`config.mk`:
```
export PLATFORM = sky130hd
export DESIGN_NAME = uart_rx_frame
export DESIGN_NICKNAME = d
export VERILOG_FILES = /design/src/rtl/uart_pkg.sv /design/src/rtl/uart_rx_sampler.sv /design/src/rtl/uart_rx_frame.sv
export SDC_FILE = /design/constraint.sdc
export NUM_CORES = 1
export LEC_CHECK = 0
export CAP_MARGIN = 40
export CORE_MARGIN = 5
export CORE_UTILIZATION = 52
export DETAILED_ROUTE_END_ITERATION = 12
export PLACE_DENSITY = 0.83
export SYNTH_ARGS = -nofsm -noshare
export SYNTH_HDL_FRONTEND = slang
export SYNTH_SLANG_ARGS = --single-unit
export TNS_END_PERCENT = 1
```
`constraint.sdc`:
```
create_clock -name clk -period 2.6 [get_ports clk]
set_input_delay 0.65 -clock clk [delete_from_list [all_inputs] [get_ports clk]]
set_output_delay 0.65 -clock clk [all_outputs]
set_load 0.01 [all_outputs]
```
`src/rtl/uart_pkg.sv`:
```
// Shared UART definitions: receive FSM encoding, parity polarity codes and default widths.
// The TX parity generator uses the same parity encoding.
package uart_pkg;

  typedef enum logic [2:0] {
    IDLE   = 3'd0,
    START  = 3'd1,
    DATA   = 3'd2,
    PARITY = 3'd3,
    STOP   = 3'd4
  } rx_state_e;

  localparam logic EVEN_PARITY = 1'b0;
  localparam logic ODD_PARITY  = 1'b1;

  localparam int DEFAULT_DATA_WIDTH = 8;
  localparam int DEFAULT_PRESC_W    = 6;
  localparam int SYNC_STAGES        = 2;

  function automatic logic maj3(input logic a, input logic b, input logic c);
    return (a & b) | (a & c) | (b & c);
  endfunction

  // Parity bit the transmitter would append, given the XOR of the payload.
  function automatic logic exp_parity(input logic typ, input logic payload_xor);
    logic p;
    case (typ)
      EVEN_PARITY: p = payload_xor;
      ODD_PARITY:  p = ~payload_xor;
      default:     p = payload_xor;
    endcase
    return p;
  endfunction

endpackage

```
`src/rtl/uart_rx_sampler.sv`:
```
// RX line conditioning: 2-flop synchronizer, per-bit oversample counter and a
// 3-sample majority vote around mid-bit.
module uart_rx_sampler
  import uart_pkg::*;
#(
  parameter int PRESC_W = DEFAULT_PRESC_W
) (
  input  logic               clk,
  input  logic               rst,
  input  logic               rx_in,
  input  logic               cnt_clr,
  input  logic [PRESC_W-1:0] presc,
  output logic               rx_s,
  output logic [PRESC_W-1:0] edge_cnt,
  output logic               bit_val,
  output logic               bit_rdy,
  output logic               bit_end
);

  logic [SYNC_STAGES-1:0] sync_q, sync_d;
  logic [PRESC_W-1:0]     edge_cnt_q, edge_cnt_d;
  logic                   samp_lo_q, samp_lo_d;
  logic                   samp_mid_q, samp_mid_d;
  logic [PRESC_W-1:0]     half, mid_lo, mid_hi, last;

  always_comb begin
    sync_d = {sync_q[SYNC_STAGES-2:0], rx_in};
    half   = presc >> 1;
    mid_lo = half - PRESC_W'(1);
    mid_hi = half + PRESC_W'(1);
    last   = presc - PRESC_W'(1);

    edge_cnt_d = edge_cnt_q + PRESC_W'(1);
    if (cnt_clr || (edge_cnt_q == last)) begin
      edge_cnt_d = '0;
    end

    samp_lo_d  = samp_lo_q;
    samp_mid_d = samp_mid_q;
    if (edge_cnt_q == mid_lo) samp_lo_d  = sync_q[SYNC_STAGES-1];
    if (edge_cnt_q == half)   samp_mid_d = sync_q[SYNC_STAGES-1];
  end

  // Synchronizer resets to the idle-high line level so reset never looks like a start bit.
  always_ff @(posedge clk or posedge rst) begin
    if (rst) begin
      sync_q     <= '1;
      edge_cnt_q <= '0;
      samp_lo_q  <= 1'b1;
      samp_mid_q <= 1'b1;
    end else begin
      sync_q     <= sync_d;
      edge_cnt_q <= edge_cnt_d;
      samp_lo_q  <= samp_lo_d;
      samp_mid_q <= samp_mid_d;
    end
  end

  // Third sample is the live synchronized line, so the vote resolves at mid+1.
  assign rx_s     = sync_q[SYNC_STAGES-1];
  assign edge_cnt = edge_cnt_q;
  assign bit_val  = maj3(samp_lo_q, samp_mid_q, sync_q[SYNC_STAGES-1]);
  assign bit_rdy  = (edge_cnt_q == mid_hi);
  assign bit_end  = (edge_cnt_q == last);

endmodule

```
`src/rtl/uart_rx_frame.sv`:
```
// UART receive frame engine: start/data/parity/stop sequencing on top of the
// sampler, with registered payload and single-cycle result pulses.
module uart_rx_frame
  import uart_pkg::*;
#(
  parameter int DATA_WIDTH = DEFAULT_DATA_WIDTH,
  parameter int PRESC_W    = DEFAULT_PRESC_W
) (
  input  logic                  clk,
  input  logic                  RST,
  input  logic                  RX_IN,
  input  logic                  PAR_EN,
  input  logic                  PAR_TYP,
  input  logic [PRESC_W-1:0]    Prescale,
  output logic [DATA_WIDTH-1:0] P_DATA,
  output logic                  data_valid,
  output logic                  par_err,
  output logic                  stp_err,
  output logic                  busy
);

  localparam int BCW = $clog2(DATA_WIDTH + 1);

  rx_state_e state_q, state_d;

  logic [BCW-1:0]        bit_cnt_q, bit_cnt_d;
  logic [DATA_WIDTH-1:0] shift_q, shift_d;
  logic [DATA_WIDTH-1:0] p_data_q, p_data_d;
  logic [PRESC_W-1:0]    presc_q, presc_d;
  logic                  par_en_q, par_en_d;
  logic                  par_typ_q, par_typ_d;
  logic                  par_flag_q, par_flag_d;
  logic                  stp_flag_q, stp_flag_d;
  logic                  data_valid_q, data_valid_d;
  logic                  par_err_q, par_err_d;
  logic                  stp_err_q, stp_err_d;
  logic                  busy_q, busy_d;

  logic               rx_s, bit_val, bit_rdy, bit_end;
  logic [PRESC_W-1:0] edge_cnt;
  logic               start_det, stop_exit, cnt_clr;
  logic [PRESC_W-1:0] stop_exit_cnt;

  uart_rx_sampler #(
    .PRESC_W (PRESC_W)
  ) u_sampler (
    .clk      (clk),
    .rst      (RST),
    .rx_in    (RX_IN),
    .cnt_clr  (cnt_clr),
    .presc    (presc_q),
    .rx_s     (rx_s),
    .edge_cnt (edge_cnt),
    .bit_val  (bit_val),
    .bit_rdy  (bit_rdy),
    .bit_end  (bit_end)
  );

  // Frame ends the cycle after the stop-bit vote; the rest of the stop bit is not waited out.
  always_comb begin
    stop_exit_cnt = (presc_q >> 1) + PRESC_W'(2);
    start_det     = (state_q == IDLE) && !rx_s;
    stop_exit     = (state_q == STOP) && (edge_cnt == stop_exit_cnt);
    cnt_clr       = (state_q == IDLE) || (state_d == IDLE);
  end

  always_ff @(posedge clk or posedge RST) begin
    if (RST) state_q <= IDLE;
    else     state_q <= state_d;
  end

  always_comb begin
    state_d = state_q;
    unique case (state_q)
      IDLE: begin
        if (!rx_s) state_d = START;
      end
      START: begin
        if (bit_rdy && bit_val) state_d = IDLE;
        else if (bit_end)       state_d = DATA;
      end
      DATA: begin
        if (bit_end && (bit_cnt_q == BCW'(DATA_WIDTH))) begin
          state_d = par_en_q ? PARITY : STOP;
        end
      end
      PARITY: begin
        if (bit_end) state_d = STOP;
      end
      STOP: begin
        if (stop_exit) state_d = IDLE;
      end
      default: state_d = IDLE;
    endcase
  end

  always_comb begin
    bit_cnt_d    = bit_cnt_q;
    shift_d      = shift_q;
    p_data_d     = p_data_q;
    presc_d      = presc_q;
    par_en_d     = par_en_q;
    par_typ_d    = par_typ_q;
    par_flag_d   = par_flag_q;
    stp_flag_d   = stp_flag_q;
    data_valid_d = 1'b0;
    par_err_d    = 1'b0;
    stp_err_d    = 1'b0;
    busy_d       = (state_d != IDLE);

    // Configuration is frozen for the whole frame at start detect.
    if (start_det) begin
      presc_d    = Prescale;
      par_en_d   = PAR_EN;
      par_typ_d  = PAR_TYP;
      bit_cnt_d  = '0;
      par_flag_d = 1'b0;
      stp_flag_d = 1'b0;
    end

    if ((state_q == DATA) && bit_rdy) begin
      shift_d   = {bit_val, shift_q[DATA_WIDTH-1:1]};
      bit_cnt_d = bit_cnt_q + BCW'(1);
    end

    if ((state_q == PARITY) && bit_rdy && (bit_val != exp_parity(par_typ_q, ^shift_q))) begin
      par_flag_d = 1'b1;
    end

    if ((state_q == STOP) && bit_rdy && !bit_val) begin
      stp_flag_d = 1'b1;
    end

    if (stop_exit) begin
      par_err_d    = par_flag_q;
      stp_err_d    = stp_flag_q;
      data_valid_d = !par_flag_q && !stp_flag_q;
      if (!par_flag_q && !stp_flag_q) p_data_d = shift_q;
    end
  end

  always_ff @(posedge clk or posedge RST) begin
    if (RST) begin
      bit_cnt_q    <= '0;
      shift_q      <= '0;
      p_data_q     <= '0;
      presc_q      <= '0;
      par_en_q     <= 1'b0;
      par_typ_q    <= 1'b0;
      par_flag_q   <= 1'b0;
      stp_flag_q   <= 1'b0;
      data_valid_q <= 1'b0;
      par_err_q    <= 1'b0;
      stp_err_q    <= 1'b0;
      busy_q       <= 1'b0;
    end else begin
      bit_cnt_q    <= bit_cnt_d;
      shift_q      <= shift_d;
      p_data_q     <= p_data_d;
      presc_q      <= presc_d;
      par_en_q     <= par_en_d;
      par_typ_q    <= par_typ_d;
      par_flag_q   <= par_flag_d;
      stp_flag_q   <= stp_flag_d;
      data_valid_q <= data_valid_d;
      par_err_q    <= par_err_d;
      stp_err_q    <= stp_err_d;
      busy_q       <= busy_d;
    end
  end

  assign P_DATA     = p_data_q;
  assign data_valid = data_valid_q;
  assign par_err    = par_err_q;
  assign stp_err    = stp_err_q;
  assign busy       = busy_q;

endmodule
```
==> out/results.txt <==
Final max-slew violation count -> 0
RSZ-0062 raised after global routing -> false
Placed insts -> 353
Global-route wire length before repair -> 9600 um
Max-cap viol count -> 0
Status -> completed
Dpl hpwl -> 4020 um
Layout cells sized above 1 -> 18.6%
Critical path, cell by cell -> ha_1, o21ba_1, a221oi_2, o211ai_2, or4b_4, mux2_4
PwrDens -> 988 nW/um2
Vias in the first global route -> 1949
Ys async rst share -> 100%
Area leader, netlist -> dfrtp_1
Setup repair bufs after CTS -> 0
Slew @ Worst Pin -> 0.604 ns
Largest net degree at the start of global routing -> 28
Crit path required time -> 2.79 ns
Most instantiated cells after synthesis -> 43 x dfrtp_1, 32 x nand2_1, 21 x xnor2_1
1st-iter DRT viols -> 168
TNS Setup -> 0 ns
GP Congestion -> 0.847
Post-cts sizing count -> 0
F_max -> 0.413 GHz
Final Skew -> 0.00755 ns
Overall Global Routing Usage -> 17.1%
Synthesized area -> 2780 um2
Die Span X -> 83.1 um
Sw Share -> 38.1%
Final setup fails -> 0
EDFF count, synth -> 0
CP endpoint kind -> flop
Fin Hold WS -> 0.362 ns
H-tree depth -> 2
CP peak stage delay -> 0.65 ns
Clock transition at the registers of the reported paths -> 0.09 ns
Internal -> 1.99 mW
Hold Vio Cnt, Final -> 0
# DRC -> 0
CP Max Fanout -> 9
Final worst path period need -> 2.42 ns
Via density per instance -> 5.46
Seq/Total Area, Yosys -> 42.5%
Mapped Cells -> 263
Syn Nets -> 284
Ports -> 23
Yosys cell types -> 56
TritonCTS clock tree -> done
Die H -> 83.1 um
Leakage -> 1.45 nW
Area delta synth->final -> 16.9%
Skew-Pair Late Insertion Delay -> 0.31 ns
WL/cell -> 15.4 um
Most numerous cell in the Yosys netlist -> dfrtp_1
Post-Syn Area per Cell -> 10.6 um2
Clock Sinks -> 47
Floorplan core area -> 5140 um2
ANT cells -> 0
Max_slew headroom -> 59.6%
Most used DFF post-synth -> dfrtp_1
Hold Crit Class -> reg2reg
VDD IR max -> 0.000514 V
Critical path's slowest cell -> or4b_4
Layout Cells excl Fill -> 361
Inserted Clock Buffers -> 5
Arrival @ worst endpoint -> 2.61 ns
Clock power frac -> 19.9%
Pre-antenna DRT Iters -> 4
Sequential share of power -> 33.3%
Root Driver -> clkbuf_8
IO buf count -> 22
Top cells by area, synth -> dfrtp_1 39%, xnor2_1 6.6%, ha_1 4.5%, mux2_4 4.3%, nand2_1 4.3%
# fillers -> 430
Area post-placement -> 3110 um2
Row cnt -> 26
Full die area -> 6910 um2
Finished Cell Area -> 3250 um2
Clock Path Buffers -> 2
Comb pwr share -> 46.7%
NetSw -> 1.22 mW
Number of synthesized register bits -> 47
Drt total wl -> 5550 um
Warnings, synthesis -> 0
Yosys top cell area share -> 38.7%
Initial antenna violation count -> 0
Critical setup path kind -> reg2reg
Via count -> 1970
Cts-stage hold buffer count -> 0
Gr ovfl total -> 0
Tcrit/Tclk final -> 93.2%
Final ANT Viol Nets -> 0
Initial Utilization -> 54.1%
CP startpoint kind -> flop
Final #Nets -> 311
-- final timing paths --
check | startpoint | end | slack, ns | cells past startpoint
setup / recovery | presc_q[2]$_DFFE_PP0P_ | P_DATA[7]$_DFFE_PP0P_ | 0.18 | 6
hold / removal | u_sampler.sync_q[0]$_DFF_PP1_ | u_sampler.sync_q[1]$_DFF_PP1_ | 0.36 | 0
setup reg to reg | presc_q[2]$_DFFE_PP0P_ | P_DATA[7]$_DFFE_PP0P_ | 0.18 | 6
hold reg to reg | u_sampler.sync_q[0]$_DFF_PP1_ | u_sampler.sync_q[1]$_DFF_PP1_ | 0.36 | 0
max in group asynchronous | RST | u_sampler.samp_lo_q$_DFFE_PP1N_ | 1.28 | 3
min in group asynchronous | RST | P_DATA[0]$_DFFE_PP0P_ | 0.72 | 2
-- kinds of logic after synthesis --
group	after synthesis	share of synthesized area, %
adders and majority gates	11	4.86
and+or+nand+nor	83	15.4
muxes	22	9.86
DFF	47	42.5
buffers and inverters	26	4.68
xor gates and xnor gates	34	11.8
AOI/OAI and AO/OA	40	10.9
-- cells in the final DEF, fill, tap and decap left out, types with 2 or more instances in the layout --
cell and count:
nand2_1 32, a21oi_1 6, clkbuf_8 5, nor4b_1 2, nor3_1 6, nor3b_1 3
clkdlybuf4s50_1 22, dfrtp_1 43, mux2_2 10, mux2i_1 3, a211oi_1 5, nand3b_1 5
nand4b_1 3, or2_2 2, o31ai_1 2, nand3_1 6, xor2_1 11, a21o_1 2
bufinv_16 2, nor2_1 13, nand2b_1 3, xnor2_1 21, and2_1 2, mux2_4 8
o21ai_0 7, inv_1 9, ha_1 10, buf_4 13, dfstp_2 4
-- worst max-delay path, delay by kind of cell, from the launching register on --
kind / cells / cell delay, ns
flops: 1 / 0.40
compound gates: 3 / 0.63
simple gates: 1 / 0.65
mux: 1 / 0.34
fa+ha+maj: 1 / 0.29
-- registers in the layout (all words and copies together) (netlist names), 2 cells and up --
name and cells:
u_sampler.edge_cnt 6, P_DATA 8, state_q 3, presc_q 6, bit_cnt_q 4, u_sampler.sync_q 2
shift_q 8
-- layout make-up --
| class | count | area (um2) | area share (%) |
|---|---|---|---|
| clock buffers | 5 | 68.8 | 2.12 |
| clock inverters | 3 | 67.6 | 2.08 |
| inverters | 10 | 37.5 | 1.16 |
| multi-input cells | 190 | 1470 | 45.2 |
| flip-flops and latches | 47 | 1180 | 36.4 |
| well taps | 70 | 87.6 | 2.70 |
| repair buffers | 36 | 338 | 10.4 |
-- per-layer routing --
metal | global-route usage [%] | routed length, um
met4 | 6.54 | 100
met1 | 23.7 | 2600
met3 | 3.27 | 293
met5 | 0 | 0
met2 | 26.4 | 2550
-- power groups by stage --
stage	Clock, mW	Combinational (mW)	Sequential [mW]
detailed placement	0	1.48	1.08
floorplan	0	1.21	0.983
global route	0.682	1.66	1.09
finish	0.640	1.50	1.07
CTS	0.650	1.49	1.07
global placement	0	1.45	1.07
-- stage by stage --
step           total power, mW  setup slack (ns)  utilization (%)
4_1_cts                   3.21             0.170             63.2
5_1_grt                   3.44            0.0556             63.2
6_report                  3.21             0.178             63.2
2_1_floorplan             2.19            0.0941                -
3_5_place_dp              2.56             0.180             60.5
3_3_place_gp              2.52             0.253             60.5
Note: power is estimated with default switching activity, not from simulation.
